### src/rtl/result_framer.sv
// result_framer: buffers a no-backpressure sample stream and emits frames of
// sequence header, FRAME_LEN payload bytes and a zero-sum checksum byte.
module result_framer #(
    parameter int DEPTH     = 16,
    parameter int FRAME_LEN = 4
) (
    input  logic                   i_clk,
    input  logic                   rstn,
    input  logic                   i_valid,
    input  logic [7:0]             i_data,
    output logic                   o_valid,
    input  logic                   o_ready,
    output logic [7:0]             o_data,
    output logic                   o_last,
    output logic [$clog2(DEPTH):0] level,
    output logic                   overflow,
    output logic [7:0]             drop_cnt,
    input  logic                   clr_ovf
);
    localparam int AW = $clog2(DEPTH);
    localparam int LW = AW + 1;
    localparam int BW = (FRAME_LEN > 1) ? $clog2(FRAME_LEN) : 1;
    localparam logic [LW-1:0] FULL      = LW'(DEPTH);
    localparam logic [LW-1:0] FLEN      = LW'(FRAME_LEN);
    localparam logic [BW-1:0] LAST_BEAT = BW'(FRAME_LEN - 1);

    typedef enum logic [1:0] {IDLE, HDR, PAY, CSUM} state_t;
    state_t state, state_next;

    logic [7:0]    mem [DEPTH];
    logic [AW-1:0] wr_ptr, rd_ptr;
    logic [LW-1:0] level_next;
    logic [BW-1:0] beat;
    logic [7:0]    seq, sum, head;
    logic          push, pop, drop, hs;

    assign head = mem[rd_ptr];
    assign hs   = o_valid && o_ready;
    assign pop  = (state == PAY) && o_ready;
    // A pop frees a slot in the same cycle, so a full buffer can still accept
    assign push = i_valid && ((level < FULL) || pop);
    assign drop = i_valid && !push;
    assign level_next = level + {{AW{1'b0}}, push} - {{AW{1'b0}}, pop};

    always_ff @(posedge i_clk) begin
        if (push)
            mem[wr_ptr] <= i_data;
    end

    always_ff @(posedge i_clk or negedge rstn) begin
        if (!rstn) begin
            wr_ptr <= '0;
            rd_ptr <= '0;
            level  <= '0;
        end else begin
            if (push)
                wr_ptr <= wr_ptr + 1'b1;
            if (pop)
                rd_ptr <= rd_ptr + 1'b1;
            level <= level_next;
        end
    end

    // A clear coinciding with a drop keeps that drop visible
    always_ff @(posedge i_clk or negedge rstn) begin
        if (!rstn) begin
            overflow <= 1'b0;
            drop_cnt <= 8'h00;
        end else if (clr_ovf) begin
            overflow <= drop;
            drop_cnt <= {7'd0, drop};
        end else if (drop) begin
            overflow <= 1'b1;
            if (drop_cnt != 8'hFF)
                drop_cnt <= drop_cnt + 8'd1;
        end
    end

    always_ff @(posedge i_clk or negedge rstn) begin
        if (!rstn)
            state <= IDLE;
        else
            state <= state_next;
    end

    // Frames start only once a full payload is buffered, counting this cycle's write
    always_comb begin
        state_next = state;
        case (state)
            IDLE:    if (level_next >= FLEN) state_next = HDR;
            HDR:     if (o_ready) state_next = PAY;
            PAY:     if (o_ready && beat == LAST_BEAT) state_next = CSUM;
            CSUM:    if (o_ready) state_next = (level_next >= FLEN) ? HDR : IDLE;
            default: state_next = IDLE;
        endcase
    end

    always_ff @(posedge i_clk or negedge rstn) begin
        if (!rstn) begin
            beat <= '0;
            sum  <= 8'h00;
            seq  <= 8'h00;
        end else if (hs) begin
            case (state)
                HDR: begin
                    sum  <= seq;
                    beat <= '0;
                end
                PAY: begin
                    sum  <= sum + head;
                    beat <= beat + 1'b1;
                end
                CSUM:    seq <= seq + 8'd1;
                default: ;
            endcase
        end
    end

    always_comb begin
        o_valid = 1'b0;
        o_last  = 1'b0;
        o_data  = 8'h00;
        case (state)
            HDR: begin
                o_valid = 1'b1;
                o_data  = seq;
            end
            PAY: begin
                o_valid = 1'b1;
                o_data  = head;
            end
            CSUM: begin
                o_valid = 1'b1;
                o_last  = 1'b1;
                o_data  = 8'h00 - sum;
            end
            default: ;
        endcase
    end
endmodule
### config.mk
export PLATFORM = sky130hd
export DESIGN_NAME = result_framer
export DESIGN_NICKNAME = d
export VERILOG_FILES = /design/src/rtl/result_framer.sv
export SDC_FILE = /design/constraint.sdc
export NUM_CORES = 1
export LEC_CHECK = 0
export ABC_AREA = 1
export CAP_MARGIN = 20
export CORE_MARGIN = 2
export CORE_UTILIZATION = 45
export DETAILED_ROUTE_END_ITERATION = 12
export GPL_TIMING_DRIVEN = 0
export SYNTH_ARGS = -nofsm -noshare
export SYNTH_HDL_FRONTEND = slang
export SYNTH_SLANG_ARGS = --single-unit
### constraint.sdc
create_clock -name i_clk -period 3.4 [get_ports i_clk]
set_input_delay 0.34 -clock i_clk [delete_from_list [all_inputs] [get_ports i_clk]]
set_output_delay 0.34 -clock i_clk [all_outputs]
set_load 0.02 [all_outputs]
==> results.sh, run 1 <==
export IMPL_yosysWarnings=0
export IMPL_place_congestion=0.825
export IMPL_pre_cts_slack_ns=0.0237
export IMPL_drc=0
export IMPL_grt_pass1_wl_microns=30200
export IMPL_row_count=48
export IMPL_status="complete, no violations"
export IMPL_floorplan_initialDensity=0.458
export IMPL_max_freq_mhz=306
export IMPL_ys_flop_type="edfxtp_1"
export IMPL_vdd_ir_drop_worst_v=0.000473
export IMPL_wire_per_inst_microns=19.5
export IMPL_num_vias=5637
export IMPL_cts_buffer_depth=2
export IMPL_maxSlewViolCount=0
export IMPL_viasPerCell=5.54
export IMPL_dr_pass1_iters=5
export IMPL_crit_path_max_fanout=10
export IMPL_cap_violations=0
export IMPL_fin_ws_ns=0.133
export IMPL_postRouteAntennaNets=0
export IMPL_yosysUniqueCellTypes=40
export IMPL_setup_viol=0
export IMPL_rr_worst_depth=22
export IMPL_drtIter0Drc=491
export IMPL_power_leakage_nw=3.57
export IMPL_dp_cells=984
export IMPL_async_flop_share=0.247
export IMPL_syn_num_nets=763
export IMPL_drive_above_1_share=0.115
export IMPL_reg2reg_slack_ns=0.28
export IMPL_grtUsageTotal=0.222
export IMPL_syn_area_sq_mm=0.00787
export IMPL_clock_sinks=170
export IMPL_worst_endpoint_arrival_ns=2.93
export IMPL_nNetsFinal=821
export IMPL_die_h_microns=136
export IMPL_register_area_sq_mm=0.00490
export IMPL_ioPinCount=37
export IMPL_die_area_sq_mm=0.0186
export IMPL_insertion_delay_ns=0.44
export IMPL_cts_setup_buffers=0
export IMPL_synth_seq_cells=170
export IMPL_timing_rr_end="sum[6]$_DFFE_PN0P_"
export IMPL_required_ns=3.06
export IMPL_cts_tree="yes"
export IMPL_reg2reg_from="rd_ptr[0]$_DFFE_PN0P_"
export IMPL_port_buffers=36
export IMPL_ys_seq_area_frac=0.622
export IMPL_grt_pass1_vias=5458
export IMPL_power_density_mw_per_mm2=963
export IMPL_synth_area_per_cell_sq_um=10.9
export IMPL_core_area_sq_mm=0.0172
export IMPL_antenna_found_initial=0
export IMPL_die_width_microns=136
export IMPL_wl_microns=19800
export IMPL_overflow=0
export IMPL_dp_hpwl_microns=13200
export IMPL_min_period_ns=3.27
export IMPL_cp_end_kind="primary output"
export IMPL_fin_skew_ns=0.0107
export IMPL_fillers=1490
export IMPL_start_kind="flip-flop"
export IMPL_instances_no_fill=1018
export IMPL_cts_buffers=17
export IMPL_path_class="flip-flop to primary output"
export IMPL_area_growth_synth_to_final_pct=16.9
export IMPL_tightest_slew_ns=1.14
export IMPL_antennaDiodeCount=0
export IMPL_cts_htree_levels=4
export IMPL_multi_input_area_sq_mm=0.00255
export IMPL_period_share=0.961
export IMPL_hold_viol=0
export IMPL_syn_inst=722
export IMPL_grt_max_degree=39
export IMPL_clk_pin_slew_ns=0.07
export IMPL_slew_headroom=0.238
export IMPL_synth_edf_count=128
export IMPL_hold_path_class="input port to async pin"
export IMPL_cts_root_buffer="clkbuf_16"
## worst max-delay path, stage by stage, from the launching register on
cell and delay [ns]:
dfrtp_2 0.49, inv_2 0.16, buf_2 0.29, o21ai_0 0.13, o221ai_1 0.33, nand3_1 0.12, nand2_1 0.14, nand2_1 0.07
a21oi_1 0.12, clkdlybuf4s50_1 0.62
## kinds of logic after synthesis
family,share of synthesized area
AND/OR/NAND/NOR,0.137
flip-flops,0.622
AO/OA/AOI/OAI,0.116
buffers and inverters,0.0574
adder cells (fa/ha/maj),0.0464
XOR/XNOR,0.0200
multiplexers,0.00143
## registers in the layout, indices dropped and copies added (netlist names)
register,flops
mem,128
drop_cnt,8
seq,8
sum,8
level,5
rd_ptr,4
wr_ptr,4
beat,2
state,2
overflow,1
## metal layers
layer	global-route usage	vias to the layer above	wire length (microns)
met1	0.292	2755	8650
li1	-	2645	-
met2	0.363	200	9610
met5	0	-	0
met3	0.0440	37	1150
met4	0.0845	0	425
## layout make-up
cell class | instances | share of cell area
flip-flops and latches | 170 | 0.532
multi-input cells | 459 | 0.277
clock buffers | 17 | 0.0462
repair buffers | 39 | 0.0431
well taps | 225 | 0.0306
inverters | 64 | 0.0261
plain buffers | 29 | 0.0239
clock inverters | 15 | 0.0205
## metrics by stage
stage | util | total power [mW] | TNS, ns | hold slack (ns) | instance area (sq um)
2_1_floorplan | - | 5.45 | 0 | 0.0444 | 7870
3_3_place_gp | 0.496 | 6.69 | 0 | 0.467 | 8510
3_5_place_dp | 0.497 | 6.81 | 0 | 0.180 | 8530
4_1_cts | 0.533 | 8.80 | 0 | 0.262 | 9160
5_1_grt | 0.536 | 9.41 | -0.0168 | 0.273 | 9200
6_report | 0.536 | 8.86 | 0 | 0.263 | 9200
## cell usage in the layout, fill, tap and decap left out, types with 3 or more instances in the layout
cell type        instances
dfrtp_1                 40
nand2_2                  6
nor2_2                   3
clkdlybuf4s50_1         35
nor3_1                   5
ha_1                    25
o22ai_1                 11
clkbuf_2                 3
edfxtp_1               128
buf_2                   16
inv_2                    3
o21ai_0                 77
buf_6                    6
nor2_1                  99
nand3_1                 38
nand2_1                 95
buf_12                   3
clkbuf_16               17
o21ai_1                  4
inv_8                    5
a21oi_1                 25
inv_6                    3
inv_1                   59
xnor2_1                  4
o221ai_1                10
o211ai_1                18
xor2_1                  14
clkinv_8                 4
## how the worst max path moves through the flow
stage / start / endpoint / slack (ns)
finish: rd_ptr[1]$_DFFE_PN0P_ / o_data[3] / 0.13
detailed placement: o_ready / state[0]$_DFFE_PN0P_ / 0.02
global route: rd_ptr[1]$_DFFE_PN0P_ / sum[6]$_DFFE_PN0P_ / -0.02
floorplan: state[0]$_DFFE_PN0P_ / state[0]$_DFFE_PN0P_ / 0.61
global placement: o_ready / state[0]$_DFFE_PN0P_ / 0.09
CTS: rd_ptr[0]$_DFFE_PN0P_ / o_data[4] / 0.02
## report_power, final
part	leakage [nW]	internal [mW]	total [mW]	switching, mW
combinational	1.60	1.49	4.11	2.61
sequential	1.67	2.54	2.77	0.230
clock	0.300	1.01	1.98	0.971
## timing repair
| item | 4_1_cts | 5_1_grt |
|---|---|---|
| hold buffers | 1 | 0 |
| hold endpoints to repair | 42 | 0 |
| endpoints found under the setup margin | 3 | 9 |
| gates resized for setup | 2 | 15 |
## Yosys cell counts (5+ instances only)
library cell	count	area share
o21ai_0	78	0.050
nor2_1	99	0.047
buf_6	5	0.0072
ha_1	26	0.041
inv_1	59	0.028
nand2_1	96	0.046
a21oi_1	25	0.016
o221ai_1	12	0.013
o22ai_1	12	0.0095
buf_2	16	0.010
dfrtp_1	42	0.13
xor2_1	14	0.016
nand2_2	5	0.0040
nor3_1	5	0.0032
o211ai_1	18	0.017
nand3_1	38	0.024
edfxtp_1	128	0.49
No activity file was read; power rests on OpenSTA's default activity.
==> run 2: changes to the inputs <==
--- a/config.mk
+++ b/config.mk
@@ -11,6 +11,7 @@
 export CORE_UTILIZATION = 45
 export DETAILED_ROUTE_END_ITERATION = 12
 export GPL_TIMING_DRIVEN = 0
+export MAX_ROUTING_LAYER = met4
 export SYNTH_ARGS = -nofsm -noshare
 export SYNTH_HDL_FRONTEND = slang
 export SYNTH_SLANG_ARGS = --single-unit
==> run 2 against run 1 <==
Sequential power barely moved. Clock skew fell by 0.0015 ns. First-iteration DRC count down 0.81%. Non-clock buffer count unchanged. Global-route usage up 0.68 points. Total power up 0.12%. Sequential share of layout area stayed put. Utilization stayed put. Cell area is the same. Critical path type unchanged. Largest cell class unchanged. Largest power group unchanged.
==> results.sh, run 2 (synthesized netlist as in run 1, its figures left out) <==
export IMPL_worst_endpoint_arrival_ns=2.94
export IMPL_register_area_sq_mm=0.00490
export IMPL_drive_above_1_share=0.115
export IMPL_multi_input_area_sq_mm=0.00255
export IMPL_crit_end="o_data[4]"
export IMPL_wl_microns=19900
export IMPL_top_register="mem"
export IMPL_slew_headroom=0.233
export IMPL_maxSlewViolCount=0
export IMPL_cts_setup_buffers=0
export IMPL_row_count=48
export IMPL_antennaDiodeCount=0
export IMPL_reg2reg_slack_ns=0.28
export IMPL_drtIter0Drc=487
export IMPL_crit_path_max_fanout=10
export IMPL_grtUsageTotal=0.228
export IMPL_swShare=0.431
export IMPL_worst_setup_path_startpoint="rd_ptr[1]$_DFFE_PN0P_"
export IMPL_die_width_microns=136
export IMPL_place_congestion=0.838
export IMPL_ioPinCount=37
export IMPL_overflow=0
export IMPL_crit_family="buffers and inverters"
export IMPL_cellInternalPower_mw=5.04
export IMPL_largest_reg_flops=128
export IMPL_combPwrFrac=0.464
export IMPL_p_clk_frac=0.223
export IMPL_cts_root_buffer="clkbuf_16"
export IMPL_hold_viol=0
export IMPL_nNetsFinal=821
export IMPL_grt_max_degree=39
export IMPL_fillers=1490
export IMPL_antenna_found_initial=0
export IMPL_power_frac_seq=0.312
export IMPL_floorplan_initialDensity=0.458
export IMPL_area_growth_synth_to_final_pct=16.9
export IMPL_setup_viol=0
export IMPL_placed_area_sq_mm=0.00853
export IMPL_reg2reg_from="rd_ptr[0]$_DFFE_PN0P_"
export IMPL_layout_commonest_cell="edfxtp_1"
export IMPL_critical_path_slowest_cell="clkdlybuf4s50_1"
export IMPL_timing_rr_end="sum[6]$_DFFE_PN0P_"
export IMPL_rr_worst_depth=22
export IMPL_status="complete, no violations"
export IMPL_dp_hpwl_microns=13200
export IMPL_fin_skew_ns=0.00925
export IMPL_cts_buffers=17
export IMPL_setup_tns_ns=0
export IMPL_clk_pin_slew_ns=0.07
export IMPL_clock_sinks=170
export IMPL_core_area_sq_mm=0.0172
export IMPL_num_vias=5657
export IMPL_cts_buffer_depth=2
export IMPL_cts_htree_levels=4
export IMPL_drc=0
export IMPL_hold_path_class="input port to async pin"
export IMPL_cp_cell_sequence="inv_2 -> buf_2 -> o21ai_0 -> o22ai_1 -> o211ai_1 -> nand2_1 -> nand2_1 -> a21oi_1 -> clkdlybuf4s50_1"
export IMPL_power_density_mw_per_mm2=964
export IMPL_power_leakage_nw=3.57
export IMPL_switchingPower_mw=3.83
export IMPL_grt_pass1_wl_microns=30200
export IMPL_vdd_ir_drop_worst_v=0.000473
export IMPL_max_freq_mhz=305
export IMPL_period_share=0.964
export IMPL_die_h_microns=136
export IMPL_path_common_cell="nand2_1"
export IMPL_cts_tree="yes"
export IMPL_min_period_ns=3.28
export IMPL_max_stage_delay_ns=0.61
export IMPL_worst_path_buf_inv=3
export IMPL_viasPerCell=5.56
export IMPL_required_ns=3.06
export IMPL_final_cell_mix="128 x edfxtp_1, 99 x nor2_1, 95 x nand2_1"
export IMPL_start_kind="flip-flop"
export IMPL_tightest_slew_ns=1.15
export IMPL_postRouteAntennaNets=0
export IMPL_wire_per_inst_microns=19.5
export IMPL_crit_cells=9
export IMPL_path_class="flip-flop to primary output"
export IMPL_die_area_sq_mm=0.0186
export IMPL_insertion_delay_ns=0.45
export IMPL_port_buffers=36
export IMPL_final_area_sq_mm=0.00920
export IMPL_grt_pass1_vias=5443
export IMPL_dr_pass1_iters=5
export IMPL_cap_violations=0
export IMPL_cp_end_kind="primary output"
-- run 2: routing by layer --
metal | track usage | wire length (microns)
met2 | 0.362 | 9720
met5 | - | 0
met1 | 0.293 | 8620
met4 | 0.0845 | 350
met3 | 0.0440 | 1200
-- run 2: metrics by stage --
step                hold WS (ns)  instances   util  total power [mW]  setup WS, ns
floorplan                 0.0444        722      -              5.45         0.613
global placement           0.467        983  0.496              6.69        0.0887
detailed placement         0.180        984  0.497              6.81        0.0237
CTS                        0.262       1017  0.533              8.80        0.0233
global route               0.273       1018  0.536              9.42       -0.0168
finish                     0.259       1018  0.536              8.87         0.123
-- run 2: area by class of cell --
cell class	count	share of cell area
inverters	64	0.0261
clock buffers	17	0.0462
well taps	225	0.0306
clock inverters	15	0.0205
repair buffers	39	0.0431
flip-flops and latches	170	0.532
multi-input cells	459	0.277
plain buffers	29	0.0239
-- run 2: repair_timing --
| item | 4_1_cts | 5_1_grt |
|---|---|---|
| gates resized for setup | 2 | 15 |
| setup endpoints to repair | 3 | 9 |
| hold buffers | 1 | 0 |
| hold endpoints to repair | 42 | 0 |
-- run 2: worst min-delay path by stage --
| stage | startpoint | end | slack [ns] | cells after the start |
|---|---|---|---|---|
| 6_report | rstn | rd_ptr[2]$_DFFE_PN0P_ | 0.26 | 2 |
| 5_1_grt | rstn | rd_ptr[2]$_DFFE_PN0P_ | 0.27 | 2 |
| 4_1_cts | rstn | rd_ptr[2]$_DFFE_PN0P_ | 0.26 | 2 |
| 3_3_place_gp | overflow$_DFFE_PN0P_ | overflow$_DFFE_PN0P_ | 0.47 | 2 |
| 2_1_floorplan | rstn | beat[0]$_DFFE_PN0P_ | 0.04 | 0 |
| 3_5_place_dp | rstn | seq[7]$_DFFE_PN0P_ | 0.18 | 1 |
-- run 2: worst reg2reg max path, delay by kind of cell, from the launching register on --
| family | cells | cell delay, ns |
|---|---|---|
| flops | 1 | 0.47 |
| buf+inv | 5 | 0.62 |
| fa+ha+maj | 2 | 0.52 |
| compound gates | 3 | 0.49 |
| simple gates | 12 | 0.91 |
-- run 2: power by group through the flow --
stage                     Clock (mW)  Combinational, mW  Sequential [mW]
after floorplan                    0               2.65             2.80
after global placement             0               3.90             2.80
after detailed placement           0               4.00             2.81
after CTS                       1.99               4.04             2.77
after global routing            2.08               4.54             2.80
final                           1.98               4.12             2.77
==> run 3: changes to the inputs <==
--- a/config.mk
+++ b/config.mk
@@ -12,6 +12,7 @@
 export DETAILED_ROUTE_END_ITERATION = 12
 export GPL_TIMING_DRIVEN = 0
 export MAX_ROUTING_LAYER = met4
+export SLEW_MARGIN = 10
 export SYNTH_ARGS = -nofsm -noshare
 export SYNTH_HDL_FRONTEND = slang
 export SYNTH_SLANG_ARGS = --single-unit
==> run 3 against run 2 <==
Cell area is essentially flat. Final cell count is the same. Sequential cell count unchanged. Hold slack improved by 0.034 ns. Global-route usage increased by 0.12 points. Via count grew 0.49%. Register-to-register slack improved by 0.02 ns. Non-clock buffer count is the same. Sequential share of layout area hardly changed. Count of clock-buffer cells in the layout unchanged. Total power shrank 0.18%. Critical path type unchanged. Sequential power hardly changed.
==> results.sh, run 3 (synthesized netlist as in run 1, its figures left out) <==
export IMPL_min_period_ns=3.21
export IMPL_instances_no_fill=1018
export IMPL_worst_endpoint_arrival_ns=2.87
export IMPL_cp_end_kind="primary output"
export IMPL_clk_pin_slew_ns=0.07
export IMPL_crit_path_max_fanout=10
export IMPL_tightest_slew_ns=1.14
export IMPL_drive_above_1_share=0.115
export IMPL_final_area_sq_mm=0.00920
export IMPL_die_h_microns=136
export IMPL_ioPinCount=37
export IMPL_antenna_found_initial=0
export IMPL_path_class="flip-flop to primary output"
export IMPL_cap_violations=0
export IMPL_setup_viol=0
export IMPL_largest_reg_flops=128
export IMPL_final_cell_mix="128 x edfxtp_1, 99 x nor2_1, 95 x nand2_1"
export IMPL_cts_buffers=17
export IMPL_hold_viol=0
export IMPL_postRouteAntennaNets=0
export IMPL_wl_microns=19800
export IMPL_viasPerCell=5.58
export IMPL_overflow=0
export IMPL_row_count=48
export IMPL_required_ns=3.06
export IMPL_power_density_mw_per_mm2=962
export IMPL_dp_cells=984
export IMPL_nNetsFinal=821
export IMPL_rr_worst_depth=22
export IMPL_antennaDiodeCount=0
export IMPL_die_width_microns=136
export IMPL_drc=0
export IMPL_max_freq_mhz=312
export IMPL_cp_cell_sequence="inv_2 -> clkbuf_2 -> o21ai_0 -> o221ai_1 -> o211ai_1 -> nand2_1 -> nand2_1 -> a21oi_1 -> clkdlybuf4s50_1"
export IMPL_wire_per_inst_microns=19.4
export IMPL_fin_skew_ns=0.0110
export IMPL_grt_max_degree=36
export IMPL_place_congestion=0.838
export IMPL_floorplan_initialDensity=0.458
export IMPL_cts_buffer_depth=2
export IMPL_fillers=1519
export IMPL_maxSlewViolCount=0
export IMPL_area_growth_synth_to_final_pct=16.9
export IMPL_max_stage_delay_ns=0.62
export IMPL_core_area_sq_mm=0.0172
export IMPL_grt_pass1_wl_microns=30500
export IMPL_register_area_sq_mm=0.00490
export IMPL_start_kind="flip-flop"
export IMPL_grtUsageTotal=0.230
export IMPL_vdd_ir_drop_worst_v=0.000484
export IMPL_layout_commonest_cell="edfxtp_1"
export IMPL_grt_pass1_vias=5438
export IMPL_num_vias=5685
export IMPL_slew_headroom=0.236
export IMPL_cts_tree="yes"
export IMPL_placed_area_sq_mm=0.00853
export IMPL_clock_sinks=170
export IMPL_cts_root_buffer="clkbuf_16"
export IMPL_hold_path_class="input port to async pin"
export IMPL_dr_pass1_iters=5
export IMPL_cts_htree_levels=4
export IMPL_period_share=0.944
export IMPL_top_register="mem"
export IMPL_multi_input_area_sq_mm=0.00255
export IMPL_dp_hpwl_microns=13200
export IMPL_drtIter0Drc=447
export IMPL_status="complete, no violations"
export IMPL_power_leakage_nw=3.58
export IMPL_insertion_delay_ns=0.44
export IMPL_critical_path_slowest_cell="clkdlybuf4s50_1"
export IMPL_die_area_sq_mm=0.0186
export IMPL_port_buffers=36
export IMPL_path_common_cell="nand2_1"
[run 3: per-layer routing]
| layer | part of all wire | global-route usage | up-vias |
|---|---|---|---|
| met5 | 0 | - | - |
| met4 | 0.011 | 0.0619 | 0 |
| met3 | 0.067 | 0.0470 | 28 |
| met2 | 0.49 | 0.374 | 206 |
| met1 | 0.43 | 0.295 | 2807 |
| li1 | - | - | 2644 |
[run 3: repair_timing]
| item | 4_1_cts | 5_1_grt |
|---|---|---|
| hold buffers | 1 | 0 |
| setup buffers | 0 | 0 |
| hold endpoints to repair | 7 | 0 |
| resized for setup | 2 | 15 |
| endpoints found under the setup margin | 4 | 9 |
[run 3: cell type report]
cell class / instances / area share
buffer: 29 / 0.0239
multi-input combinational: 459 / 0.277
inverter: 64 / 0.0261
timing repair buffer: 39 / 0.0434
sequential: 170 / 0.532
tap: 225 / 0.0306
clock inverter: 15 / 0.0199
clock buffer: 17 / 0.0462
[run 3: where the power goes]
group	switching (mW)	leakage [nW]	internal, mW	total (mW)
Combinational	2.61	1.61	1.48	4.10
Sequential	0.231	1.67	2.54	2.77
Clock	0.973	0.295	1.01	1.98
[run 3: final timing paths]
path | start | to | slack, ns
worst min-delay path | rstn | seq[6]$_DFFE_PN0P_ | 0.29
worst max register to register | rd_ptr[0]$_DFFE_PN0P_ | sum[6]$_DFFE_PN0P_ | 0.30
max in group asynchronous | rstn | rd_ptr[0]$_DFFE_PN0P_ | 2.64
worst max-delay path | rd_ptr[1]$_DFFE_PN0P_ | o_data[3] | 0.19
worst min register to register | overflow$_DFFE_PN0P_ | overflow$_DFFE_PN0P_ | 0.50
min in group i_clk | overflow$_DFFE_PN0P_ | overflow$_DFFE_PN0P_ | 0.50
[run 3: critical path: cells and delay by family (launching register included)]
family | cells | cell delay, ns
buf+inv | 3 | 1.07
simple gates | 2 | 0.25
flops | 1 | 0.49
compound gates | 4 | 0.63
[run 3: per-stage QoR]
stage / setup slack, ns / util / hold slack [ns] / setup TNS (ns) / power, mW
2_1_floorplan: 0.613 / - / 0.0444 / 0 / 5.45
3_3_place_gp: 0.0887 / 0.496 / 0.467 / 0 / 6.69
3_5_place_dp: 0.0120 / 0.497 / 0.210 / 0 / 6.81
4_1_cts: 0.0101 / 0.533 / 0.285 / 0 / 8.80
5_1_grt: -0.0167 / 0.536 / 0.300 / -0.0167 / 9.41
6_report: 0.190 / 0.536 / 0.293 / 0 / 8.85
